$ cat config.mk
export PLATFORM = sky130hd
export DESIGN_NAME = uart_tx_serializer
export DESIGN_NICKNAME = d
export VERILOG_FILES = /design/src/rtl/uart_tx_serializer.sv
export SDC_FILE = /design/constraint.sdc
export NUM_CORES = 1
export LEC_CHECK = 0
export BUFFER_PORTS_ARGS = -buffer_cell sky130_fd_sc_hd__buf_2
export CAP_MARGIN = 20
export CORE_MARGIN = 2
export CORE_UTILIZATION = 45
export DETAILED_ROUTE_END_ITERATION = 12
export PLACE_DENSITY = 0.73
export RECOVER_POWER = 100
export SYNTH_ARGS = -nofsm -noshare
export SYNTH_HDL_FRONTEND = slang
export SYNTH_SLANG_ARGS = --single-unit
$ cat constraint.sdc
create_clock -name clk -period 2.3 [get_ports clk]
set_clock_uncertainty 0.1 [all_clocks]
set_input_delay 0.115 -clock clk [delete_from_list [all_inputs] [get_ports clk]]
set_output_delay 0.115 -clock clk [all_outputs]
set_load 0.05 [all_outputs]
$ cat src/rtl/uart_tx_serializer.sv
// uart_tx_serializer: UART transmitter with a one-entry holding register.
//
// Words are accepted over a valid/ready handshake into a holding register and then
// serialized LSB-first as a start bit, WORD_SIZE data bits, an optional parity bit and
// STOP_BITS stop bits. While a frame is on the line the next word can already be queued,
// so consecutive frames follow each other with no idle gap.
//
// Ports:
//   clk         system clock
//   reset_b     asynchronous active-low reset; aborts any frame, line returns high
//   tx_data_in  word to send, sampled only on acceptance
//   tx_valid    producer has a word on tx_data_in
//   tx_ready    holding register empty (driven straight from the hold_full flop)
//   tx_out      serial line, idles high (registered)
//   tx_busy     high while the FSM is outside idle (registered)
//   tx_done     one-cycle pulse on the last cycle of the final stop bit (registered)

module uart_tx_serializer #(
  parameter int unsigned WORD_SIZE    = 8,
  parameter int unsigned CLKS_PER_BIT = 868,
  parameter int unsigned PARITY_EN    = 0,
  parameter int unsigned PARITY_ODD   = 0,
  parameter int unsigned STOP_BITS    = 1
) (
  input  logic                 clk,
  input  logic                 reset_b,
  input  logic [WORD_SIZE-1:0] tx_data_in,
  input  logic                 tx_valid,
  output logic                 tx_ready,
  output logic                 tx_out,
  output logic                 tx_busy,
  output logic                 tx_done
);

  localparam int unsigned CntW = $clog2(CLKS_PER_BIT);
  localparam int unsigned IdxW = (WORD_SIZE > 1) ? $clog2(WORD_SIZE) : 1;

  localparam logic [CntW-1:0] CntMax   = CntW'(CLKS_PER_BIT - 1);
  localparam logic [IdxW-1:0] IdxMax   = IdxW'(WORD_SIZE - 1);
  localparam logic            StopLast = 1'(STOP_BITS - 1);
  localparam logic            ParOdd   = 1'(PARITY_ODD);

  typedef enum logic [2:0] {
    StIdle,
    StStart,
    StData,
    StParity,
    StStop
  } state_e;

  state_e                 state_q, state_d;
  logic [CntW-1:0]        cnt_q, cnt_d;
  logic [IdxW-1:0]        idx_q, idx_d;
  logic [WORD_SIZE-1:0]   shift_q, shift_d;
  logic                   par_q, par_d;
  logic                   stop_q, stop_d;
  logic [WORD_SIZE-1:0]   hold_q, hold_d;
  logic                   hold_full_q, hold_full_d;
  logic                   tx_out_q, tx_out_d;
  logic                   tx_busy_q, tx_busy_d;
  logic                   tx_done_q, tx_done_d;

  logic                   bit_end;
  logic                   load;
  logic                   accept;

  assign bit_end = (cnt_q == CntMax);
  assign accept  = tx_valid && !hold_full_q;

  // Next-state logic for the frame sequencer.
  always_comb begin
    state_d = state_q;
    cnt_d   = cnt_q;
    idx_d   = idx_q;
    shift_d = shift_q;
    par_d   = par_q;
    stop_d  = stop_q;
    load    = 1'b0;

    // Baud counter free-runs through every bit of a frame and wraps at each bit end.
    if (state_q != StIdle) begin
      cnt_d = bit_end ? '0 : cnt_q + CntW'(1);
    end

    unique case (state_q)
      StIdle: begin
        cnt_d = '0;
        if (hold_full_q) begin
          load = 1'b1;
        end
      end

      StStart: begin
        if (bit_end) begin
          state_d = StData;
          idx_d   = '0;
        end
      end

      StData: begin
        if (bit_end) begin
          shift_d = shift_q >> 1;
          if (idx_q == IdxMax) begin
            stop_d  = 1'b0;
            state_d = (PARITY_EN != 0) ? StParity : StStop;
          end else begin
            idx_d = idx_q + IdxW'(1);
          end
        end
      end

      StParity: begin
        if (bit_end) begin
          stop_d  = 1'b0;
          state_d = StStop;
        end
      end

      StStop: begin
        if (bit_end) begin
          if (stop_q == StopLast) begin
            // A queued word starts its start bit right after the last stop bit.
            if (hold_full_q) begin
              load = 1'b1;
            end else begin
              state_d = StIdle;
            end
          end else begin
            stop_d = 1'b1;
          end
        end
      end

      default: begin
        state_d = StIdle;
      end
    endcase

    // Loading takes the word out of the holding register; parity is fixed here from the
    // whole word since the shifter is destroyed as the data bits go out.
    if (load) begin
      state_d = StStart;
      cnt_d   = '0;
      shift_d = hold_q;
      par_d   = (^hold_q) ^ ParOdd;
    end
  end

  // Holding register: a drain only happens while full, and an accept only while empty,
  // so the two never coincide.
  always_comb begin
    hold_d      = hold_q;
    hold_full_d = hold_full_q;
    if (load) begin
      hold_full_d = 1'b0;
    end else if (accept) begin
      hold_d      = tx_data_in;
      hold_full_d = 1'b1;
    end
  end

  // Outputs are registered, so they are decoded from the next-state values.
  always_comb begin
    tx_out_d = 1'b1;
    case (state_d)
      StStart:  tx_out_d = 1'b0;
      StData:   tx_out_d = shift_d[0];
      StParity: tx_out_d = par_d;
      default:  tx_out_d = 1'b1;
    endcase
    tx_busy_d = (state_d != StIdle);
    tx_done_d = (state_d == StStop) && (cnt_d == CntMax) && (stop_d == StopLast);
  end

  always_ff @(posedge clk or negedge reset_b) begin
    if (!reset_b) begin
      state_q     <= StIdle;
      cnt_q       <= '0;
      idx_q       <= '0;
      shift_q     <= '0;
      par_q       <= 1'b0;
      stop_q      <= 1'b0;
      hold_q      <= '0;
      hold_full_q <= 1'b0;
      tx_out_q    <= 1'b1;
      tx_busy_q   <= 1'b0;
      tx_done_q   <= 1'b0;
    end else begin
      state_q     <= state_d;
      cnt_q       <= cnt_d;
      idx_q       <= idx_d;
      shift_q     <= shift_d;
      par_q       <= par_d;
      stop_q      <= stop_d;
      hold_q      <= hold_d;
      hold_full_q <= hold_full_d;
      tx_out_q    <= tx_out_d;
      tx_busy_q   <= tx_busy_d;
      tx_done_q   <= tx_done_d;
    end
  end

  assign tx_ready = !hold_full_q;
  assign tx_out   = tx_out_q;
  assign tx_busy  = tx_busy_q;
  assign tx_done  = tx_done_q;

endmodule

# Word level (Yosys, flattened, before mapping)
# Cells that the tools add are included.
[word_totals]
regBits = 38
input_bits = 11
output_inout_bits = 4
word_cells = 79
[classes]
n_addsub = 2
eq_ne = 14
mux = 34
bitwise_logic = 2
reduce_logical = 15
[ops]
columns = ["op", "n"]
rows = [
  ["$mux 10", 4],
  ["$mux 3", 11],
  ["$mux 8", 3],
  ["$eq 10x10->1 const B", 2],
  ["$pmux 3 s5", 1],
  ["$eq 3x2->1 const B", 4],
  ["$mux 1", 11],
  ["$add 10x1->10 const B", 1],
  ["$eq 3x3->1 const B", 3],
  ["$reduce_bool 2->1", 4],
  ["$reduce_xor 8->1", 1],
  ["$eq 3x1->1 const B", 2],
  ["$ne 2x2->1 const B", 3],
  ["$pmux 1 s3", 2],
  ["$pmux 3 s2", 1],
  ["$reduce_bool 3->1", 2],
  ["$reduce_and 2->1", 2],
  ["$reduce_and 4->1", 1],
  ["$add 3x1->3 const B", 1],
  ["$logic_and 1x1->1", 3],
  ["$logic_not 3->1", 1],
  ["$not 1->1", 2],
  ["$pmux 1 s2", 1],
  ["$logic_not 1->1", 1],
]

# Depth between registers and ports, before layout
# Gate-level depths: netlist of run 1.
[depth]
word_depth = 8
ltp_mapped = 7
mapped_depth_nobuf = 7

# Worst setup path before layout of run 1
# Ideal clock, no wire load.
[synth_path]
path_kind = "register to register"
startpoint = "reg cnt_q[0]"
endpoint = "reg par_q"
setup_ns = 0.125
t_arrival_ns = 1.834
required_ns = 2.075
slack_ns = 0.242
stages_incl_launch_ff = 7
n_path_buf = 1
period_less_slack_ns = 2.058
cell_sequence = "dfrtp_1 ha_1 nor2b_1 nand4b_2 a21oi_4 buf_6 mux2_2"
[synth_via]
elab_chain_cells = 4
[synth_rtl]
columns = ["element", "line", "rtl"]
rows = [
  ["start, declared", "52", "logic [CntW-1:0] cnt_q, cnt_d;"],
  ["start signal, assigned", "190", "cnt_q <= cnt_d;"],
  ["$eq 10x10->1", "67", "assign bit_end = (cnt_q == CntMax);"],
  ["$mux 1", "120", "if (bit_end) begin"],
  ["$pmux 1 s2", "85", "unique case (state_q)"],
  ["$mux 1", "141", "if (load) begin"],
  ["net par_d", "55", "logic par_q, par_d;"],
  ["end signal, assigned", "193", "par_q <= par_d;"],
  ["end, declared", "55", ""],
]
# The timed path passes the listed nets, and every way through them passes these cells.
# A chain may end at the register's enable or synchronous reset.

# Final worst setup path of run 1
[layout_path]
startpoint = "reg cnt_q[0]"
endpoint = "reg tx_out_q (netlist: tx_out)"
[layout_via]
elab_chain_cells = 6
word_cells_on_any_way = 17
classes_between = "4 x eq/ne; 13 x mux"
[layout_rtl]
columns = ["element", "line", "rtl"]
rows = [
  ["$eq 10x10->1 (*)", "67", ""],
  ["$mux 3 (tied with other cells)", "120", ""],
  ["$pmux 3 s5 / $pmux 1 s2 (equally long branches)", "85", ""],
  ["$mux 3 (*)", "141", ""],
  ["net state_d[1]", "51", "state_e state_q, state_d;"],
  ["$eq 3x2->1 / $eq 3x1->1 (equally long branches)", "165", "case (state_d)"],
  ["$pmux 1 s3 (*)", "165", ""],
  ["net tx_out_d", "59", "logic tx_out_q, tx_out_d;"],
  ["end signal, assigned", "197", "tx_out_q <= tx_out_d;"],
  ["end, declared", "59", ""],
]
# The timed path passes the listed nets; every way through them passes the cells marked *. The select of a mux whose other input is x is not followed.

==> results by stage, run 1 <==
Die:
- For this configuration, the core starts out at a cell density of between 40% and 50%.
- The floorplan step defined a die boundary enclosing approximately 4700 um^2.
- The total area inside the core boundary comes to 4000 um^2.
- The height of the die is just under 70 um.
- The die is 68.6 um wide.
- The number of top-level pins is 15.
- The initialized floorplan defines 23 standard-cell rows.

Timing:
- After layout, the worst path uses 93.0% of the clock period.
- Final hold analysis gives a worst-case slack of around 0.39 ns.
- The count of final hold-check violations came to 0.
- The accumulated negative setup slack is 0 ns.
- Setup repair after global routing left no endpoint under its margin.
- The final number of max-transition violations is 0.
- The minimum period implied by the final worst setup slack is approximately 2.1 ns.
- The final count of negative-setup-slack endpoints is 0.
- The relative max-transition margin is 38.0%.
- The timing-limited maximum frequency is 468 MHz.
- At the pin with the least slew margin, the transition time is 0.930 ns.

Clocking:
- CTS built an H-tree with a depth of 2.
- The root buffer cell chosen for the clock tree is clkbuf_8.
- After clock tree synthesis, the flow added hold-fix buffers numbering 10.
- The clock tree from TritonCTS is done.
- The number of setup buffers added after CTS is 0.
- The clock reaches the later pin of the worst-skew pair after around 0.29 ns.
- The maximum clock path buffer count is 2.
- Post-CTS repair changed the size of 0 cells.
- The clock-pin transition on the worst setup and hold timing paths is 0.08 ns.
- The clock sink count is 38.
- The total CTS buffers is 5.

Setup path:
- The worst register-to-register path has a setup slack of 0.16 ns.
- The signal on the critical path passes through ha_1 > nor2b_1 > buf_4 > nand3_4 > o41ai_1 > o211ai_1 > a32oi_1.
- The category of the most critical setup path is register to register.
- The highest fanout seen on the critical path is 9.
- STA classifies the critical path startpoint as a register.
- At the worst endpoint, the required time is 2.42 ns.
- The buffering stage count on the worst path with inverters included is 1.
- For the worst setup path, the data arrival time is 2.26 ns.
- STA classifies the critical path endpoint as a register.
- The reg-to-reg startpoint is cnt_q[0].
- For the worst flop-to-flop path, the logic depth is 7.
- In this design, the stage delay of the slowest critical-path cell is roughly 0.52 ns.
- The worst-path cell with the longest stage delay is o41ai_1.
- The destination of the worst register-to-register timing path is tx_out.
- The cell type group with the largest total delay on the critical path is compound AO/OA/AOI/OAI gates.

Yosys:
- The share of synthesized registers carrying an async set or reset is 100%.
- In this run the biggest area consumer among cell types represents 49.4% of the synthesized area.
- After synthesis, the cell types taking the most area are dfrtp_1, mux2_2, xnor2_1.
- Among all flip-flop cells after synthesis, the most frequent one is dfrtp_1.
- The biggest area contributor in the post-synthesis netlist is dfrtp_1.
- Synthesis inferred 38 register bits.
- The synthesized netlist net count is 180.
- The cell area after technology mapping is 1880 um^2.
- The sequential area share after synthesis is roughly half.
- The warning count from the yosys run is 0.
- Counting flops with a built-in enable in the synthesized netlist gives 0.
- The netlist uses 44 different library cells.
- The average cell area after synthesis is approximately 11 um^2.
- Counting every instance in the synthesized netlist gives 166.

Cells and area:
- The number of nets at the end of the flow is roughly 210.
- Of the cells placed in the final design, the portion with a size suffix greater than 1 is 19.4%.
- From synthesis to final layout, the design area changed by 16.4%.
- The count of antenna diodes in the layout is 0.

Status:
- The flow ran to the end, and the final reports show no timing, DRC or antenna violations.

Drt:
- The detailed router finished its first iteration with 57 violations.
- For this run, design rule violations remaining after detail routing come to 0.
- The post-detailed-route wirelength per cell is around 14 um.
- Using the TritonRoute via totals, the vias-per-cell ratio works out to about 5.4.
- The iteration count of the initial detailed-routing pass is 4.
- The detailed router placed approximately 1,300 vias in this run.
- After detailed routing, the total wire length is 3500 um.
- The antenna violation net count after detailed routing is 0.

Place:
- During placement, the flow inserted port buffers numbering 14.
- The half-perimeter wire length after detailed placement is 2370 um.
- The routability congestion estimate is roughly 0.8.

Job:
- The count of max-cap constraint violations is 0.

GRT:
- Global routing finished with a remaining overflow of 0.
- Entering global routing, the biggest net connects 39 pins.
- The first global-routing pass estimated 5890 um of wire.
- The number of antenna violations at the first check in global routing is 0.
- The total global routing track utilization is between 10% and 20%.
- The number of global-route vias before repair is 1,289.

Pwr:
- The clock network accounts for about 22% of the total power.
- Across the VDD grid, the largest voltage drop is between 0.0007 and 0.0008 V.
- The power density normalized to cell area is about 1000 nW/um^2.
- The switching power as a share of total power is 34.8%.
- The power share of the sequential group is a little under half.
- For this design the static power due to leakage is just over 1 nW.
- The switching power summed over all nets is about 0.8 mW.
- The fraction of power consumed by combinational cells is between 30% and 40%.
- The internal power of the cells totals 1.49 mW.

Hold path:
- The type of the tightest min-delay check is primary input to async pin.
[sequential cells by signal (all words and copies together) (netlist names)]
register     flops
tx_out           1
par_q            1
stop_q           1
cnt_q           10
tx_busy          1
shift_q          8
state_q          3
hold_q           8
tx_done          1
idx_q            3
hold_full_q      1
[cell families (layout without fill, tap and decap cells)]
logic type | Yosys count | after routing | synth area share (%)
AND/OR/NAND/NOR | 57 | 57 | 17.7
flip-flops | 38 | 38 | 50.8
AO/OA/AOI/OAI | 31 | 31 | 13.2
XOR/XNOR | 15 | 15 | 7.00
multiplexers | 11 | 11 | 6.54
buffers and inverters | 11 | 41 | 2.80
adder cells (fa/ha/maj) | 3 | 3 | 2.00
[how the worst max path moves through the flow]
stage | startpoint | endpoint | slack [ns] | cells after the start
after floorplan | cnt_q[0] | par_q | 0.24 | 6
after global placement | cnt_q[0] | shift_q[5] | 0.36 | 8
after detailed placement | cnt_q[0] | par_q | 0.30 | 6
after CTS | cnt_q[0] | shift_q[2] | 0.25 | 8
after global routing | cnt_q[0] | tx_out | 0.07 | 7
final | cnt_q[0] | tx_out | 0.16 | 7
[metal layers]
layer,track usage (%),vias up,routed length (um)
li1,-,643,-
met3,5.52,7,111
met5,0,-,0
met1,21.7,645,1570
met4,8.25,0,78
met2,28.5,24,1740
[layout make-up]
| cell class | count | area (um^2) |
|---|---|---|
| Tap cell | 50 | 62.6 |
| Clock inverter | 2 | 16.3 |
| Timing Repair Buffer | 29 | 199 |
| Inverter | 4 | 15.0 |
| Fill cell | 348 | 1820 |
| Sequential cell | 38 | 952 |
| Clock buffer | 6 | 82.6 |
| Multi-Input combinational cell | 117 | 856 |
[power groups by stage]
stage	clock network (mW)	registers, mW	logic, mW
after floorplan	0	1.04	0.567
after global routing	0.541	1.10	0.809
after global placement	0	1.06	0.682
after CTS	0.509	1.07	0.735
final	0.499	1.07	0.721
after detailed placement	0	1.08	0.712
[synth_stat cells, types with 3 or more instances]
| cell | number |
|---|---|
| nand3_1 | 5 |
| nor2_1 | 20 |
| inv_1 | 4 |
| a21o_1 | 6 |
| dfrtp_1 | 37 |
| xnor2_1 | 9 |
| ha_1 | 3 |
| a22o_1 | 8 |
| nand2b_1 | 4 |
| xor2_1 | 6 |
| mux2_2 | 10 |
| nor2b_1 | 3 |
| o21ai_0 | 4 |
| clkbuf_1 | 5 |
| nand2_1 | 8 |
[metrics by stage]
stage / utilization [%] / total power [mW] / cell area, um^2 / instances / setup slack [ns]
after global placement: 50.0 / 1.74 / 2000 / 227 / 0.360
after CTS: 55.0 / 2.31 / 2200 / 245 / 0.254
after floorplan: - / 1.61 / 1880 / 166 / 0.242
after global routing: 54.6 / 2.45 / 2180 / 246 / 0.0686
after detailed placement: 50.0 / 1.79 / 2000 / 227 / 0.304
final: 54.6 / 2.29 / 2180 / 246 / 0.162
[placed cells by master, fill, tap and decap left out, types with 4 or more instances in the layout]
cell type	Yosys	final
nand2_1	8	8
dlygate4sd3_1	0	10
dfrtp_1	37	37
buf_4	1	4
o21ai_0	4	4
xnor2_1	9	9
mux2_2	10	10
a21o_1	6	6
buf_2	0	9
nand3_1	5	5
inv_1	4	4
nor2_1	20	21
a22o_1	8	8
clkbuf_1	5	5
xor2_1	6	6
clkbuf_8	0	6
nand2b_1	4	4
No activity file was read; power rests on OpenSTA's default activity.
==> inputs of run 2 (changes only) <==
==> constraint.sdc (replaced) <==
create_clock -name clk -period 2.7 [get_ports clk]
set_clock_uncertainty 0.1 [all_clocks]
set_input_delay 0.135 -clock clk [delete_from_list [all_inputs] [get_ports clk]]
set_output_delay 0.135 -clock clk [all_outputs]
set_load 0.05 [all_outputs]
==> results by stage, run 2 (same netlist as run 1, synthesis figures left out) <==
Timing:
- The final number of max-transition violations came to 0.
- The count of final hold-check violations came to 0.
- The final count of negative-setup-slack endpoints is 0.
- The period utilization is 90.3%.
- The minimum period implied by the final worst setup slack is ~2.4 ns.
- Headroom to the max-slew limit came out at 46.1%.
- Based on the critical path, the design can be clocked at up to between 400 and 500 MHz.
- For the pin with the worst max-slew slack, the measured transition is slightly above 0.8 ns.
- After routing, the total negative slack on setup checks comes to 0 ns.
- Setup repair after global routing left no endpoint under its margin.

Cells and area:
- 0 antenna diodes ended up in the layout.
- The post-synthesis to final-layout area growth is 14.5%.
- The most common cell after layout, fill and taps aside is dfrtp_1.
- In the layout the commonest cells are dfrtp_1, nor2_1, mux2_2, dlygate4sd3_1.
- The share of the core filled with cells in the final layout is a little over half.
- The final standard cell area without fillers is about 2100 um^2.
- The register with the most flip-flops is cnt_q.
- The largest registers in the layout are cnt_q (10), hold_q (8), shift_q (8).
- The number of flip-flops in the largest register is 10.
- The number of nets at the end of the flow is ~210.
- Of the cells placed in the final design, the portion with a size suffix greater than 1 is between 10% and 20%.

Drt:
- The count of nets left with antenna violations once routing finished came out at 0.
- The iteration count of the initial detailed-routing pass is 4.
- In the routed design, unresolved DRC markers number 0.
- After detailed routing, the total wire length is 3580 um.
- The number of design-rule violations left by the first detailed-router iteration is 63.
- The post-detailed-route wirelength per cell is 14.8 um.
- Using the TritonRoute via totals, the vias-per-cell ratio works out to 5.36.
- The count of vias placed by the detailed router is ~1,300.

Clocking:
- CTS saw 38 sinks.
- CTS built an H-tree with a depth of 2.
- The total CTS buffers is 5.
- The clock root buffer master is clkbuf_8.
- The clock tree from TritonCTS is done.
- Clock-pin slew was measured on the worst setup and hold paths at around 0.080 ns.
- The maximum clock path buffer count is 2.
- The number of setup buffers added after CTS is 0.
- The clock reaches the later pin of the worst-skew pair after approximately 0.29 ns.

GRT:
- The total global routing track utilization is 18.0%.
- The global-route wire length before repair is roughly 6100 um.
- The number of global-route vias before repair was 1,292.
- The overall overflow remaining after global route is 0.
- Entering global routing, the biggest net connects 39 pins.
- The number of antenna violations at the first check in global routing was 0.

Pwr:
- The power density normalized to cell area is 895 nW/um^2.
- The total leakage power is 0.990 nW.
- The worst IR drop on VDD is slightly above 0.0006 V.

Status:
- The flow ran to the end, and the final reports show no timing, DRC or antenna violations.

Setup path:
- The worst setup path is launched from a register.
- The kind of end point of the critical path is a register.
- Along the worst path, the maximum fanout reaches 9.
- STA puts the critical path data required time at 2.78 ns.
- The category of the most critical setup path is register to register.
- Data arrives at the worst endpoint at between 2 and 3 ns.

Die:
- In this run the count of I/O pins placed on the die edge is 15.
- The height of the die is 68.6 um.
- The die covers 4700 um^2.
- For this configuration, the core starts out at a cell density of a little under half.
- The initialized floorplan defines 23 standard-cell rows.
- The die is between 60 and 70 um wide.
- The floorplan step defined a core boundary enclosing between 4000 and 5000 um^2.

Place:
- Detailed placement ended at an HPWL of around 2500 um.
- The routability congestion estimate is around 0.85.
- The count of input and output buffers is 14.
- The standard cell area after detailed placement is roughly 2000 um^2.

Hold path:
- The path class of the tightest hold or removal check is primary input to async pin.

Job:
- The count of max-cap constraint violations is 0.
[run 2: metrics by stage]
stage | setup WS [ns] | hold WS (ns) | power (mW) | cells
finish | 0.262 | 0.357 | 1.92 | 242
global route | 0.102 | 0.405 | 2.05 | 242
CTS | 0.347 | 0.388 | 1.95 | 241
detailed placement | 0.374 | 0.182 | 1.52 | 223
global placement | 0.492 | 0.171 | 1.47 | 223
floorplan | 0.642 | -0.261 | 1.37 | 166
[run 2: path summary, 6_finish.rpt]
kind | startpoint | endpoint | slack, ns | depth (start not counted)
setup / recovery | cnt_q[0] | idx_q[0] | 0.26 | 5
hold / removal | reset_b | cnt_q[9] | 0.36 | 2
setup reg to reg | cnt_q[0] | idx_q[0] | 0.26 | 5
hold reg to reg | shift_q[4] | shift_q[4] | 0.39 | 1
max in group asynchronous | reset_b | tx_done | 1.62 | 2
min in group clk | shift_q[4] | shift_q[4] | 0.39 | 1
[run 2: routing by layer]
layer  up-vias  GRT usage [%]  share of wire (%)
li1        634              -                  -
met1       631           21.8                 45
met4         0           7.50                1.8
met5         -              0                  0
met3         6           6.01                3.6
met2        25           29.3                 49
[run 2: critical path, stage by stage, from the launching register on]
cell	delay [ns]
dfrtp_1	0.42
ha_1	0.25
nor2b_1	0.37
nand3_1	0.39
or3_1	0.51
mux2_2	0.28
[run 2: area by class of cell]
class                      instances  area [um^2]
fill                             337         1850
tap                               50         62.6
multi-input combinational        117          856
timing repair buffer              25          168
sequential                        38          952
clock inverter                     2         12.5
clock buffer                       6         82.6
inverter                           4         15.0
[run 2: what timing repair did]
item                      CTS  global route
hold endpoints to repair   46             0
hold buffers               10             0
resized for setup           0             0
[run 2: power by group]
group          switching (mW)  internal [mW]  leakage [nW]  total (mW)
sequential              0.165          0.747         0.473       0.912
clock                   0.205          0.205        0.0472       0.410
combinational           0.298          0.304         0.471       0.602
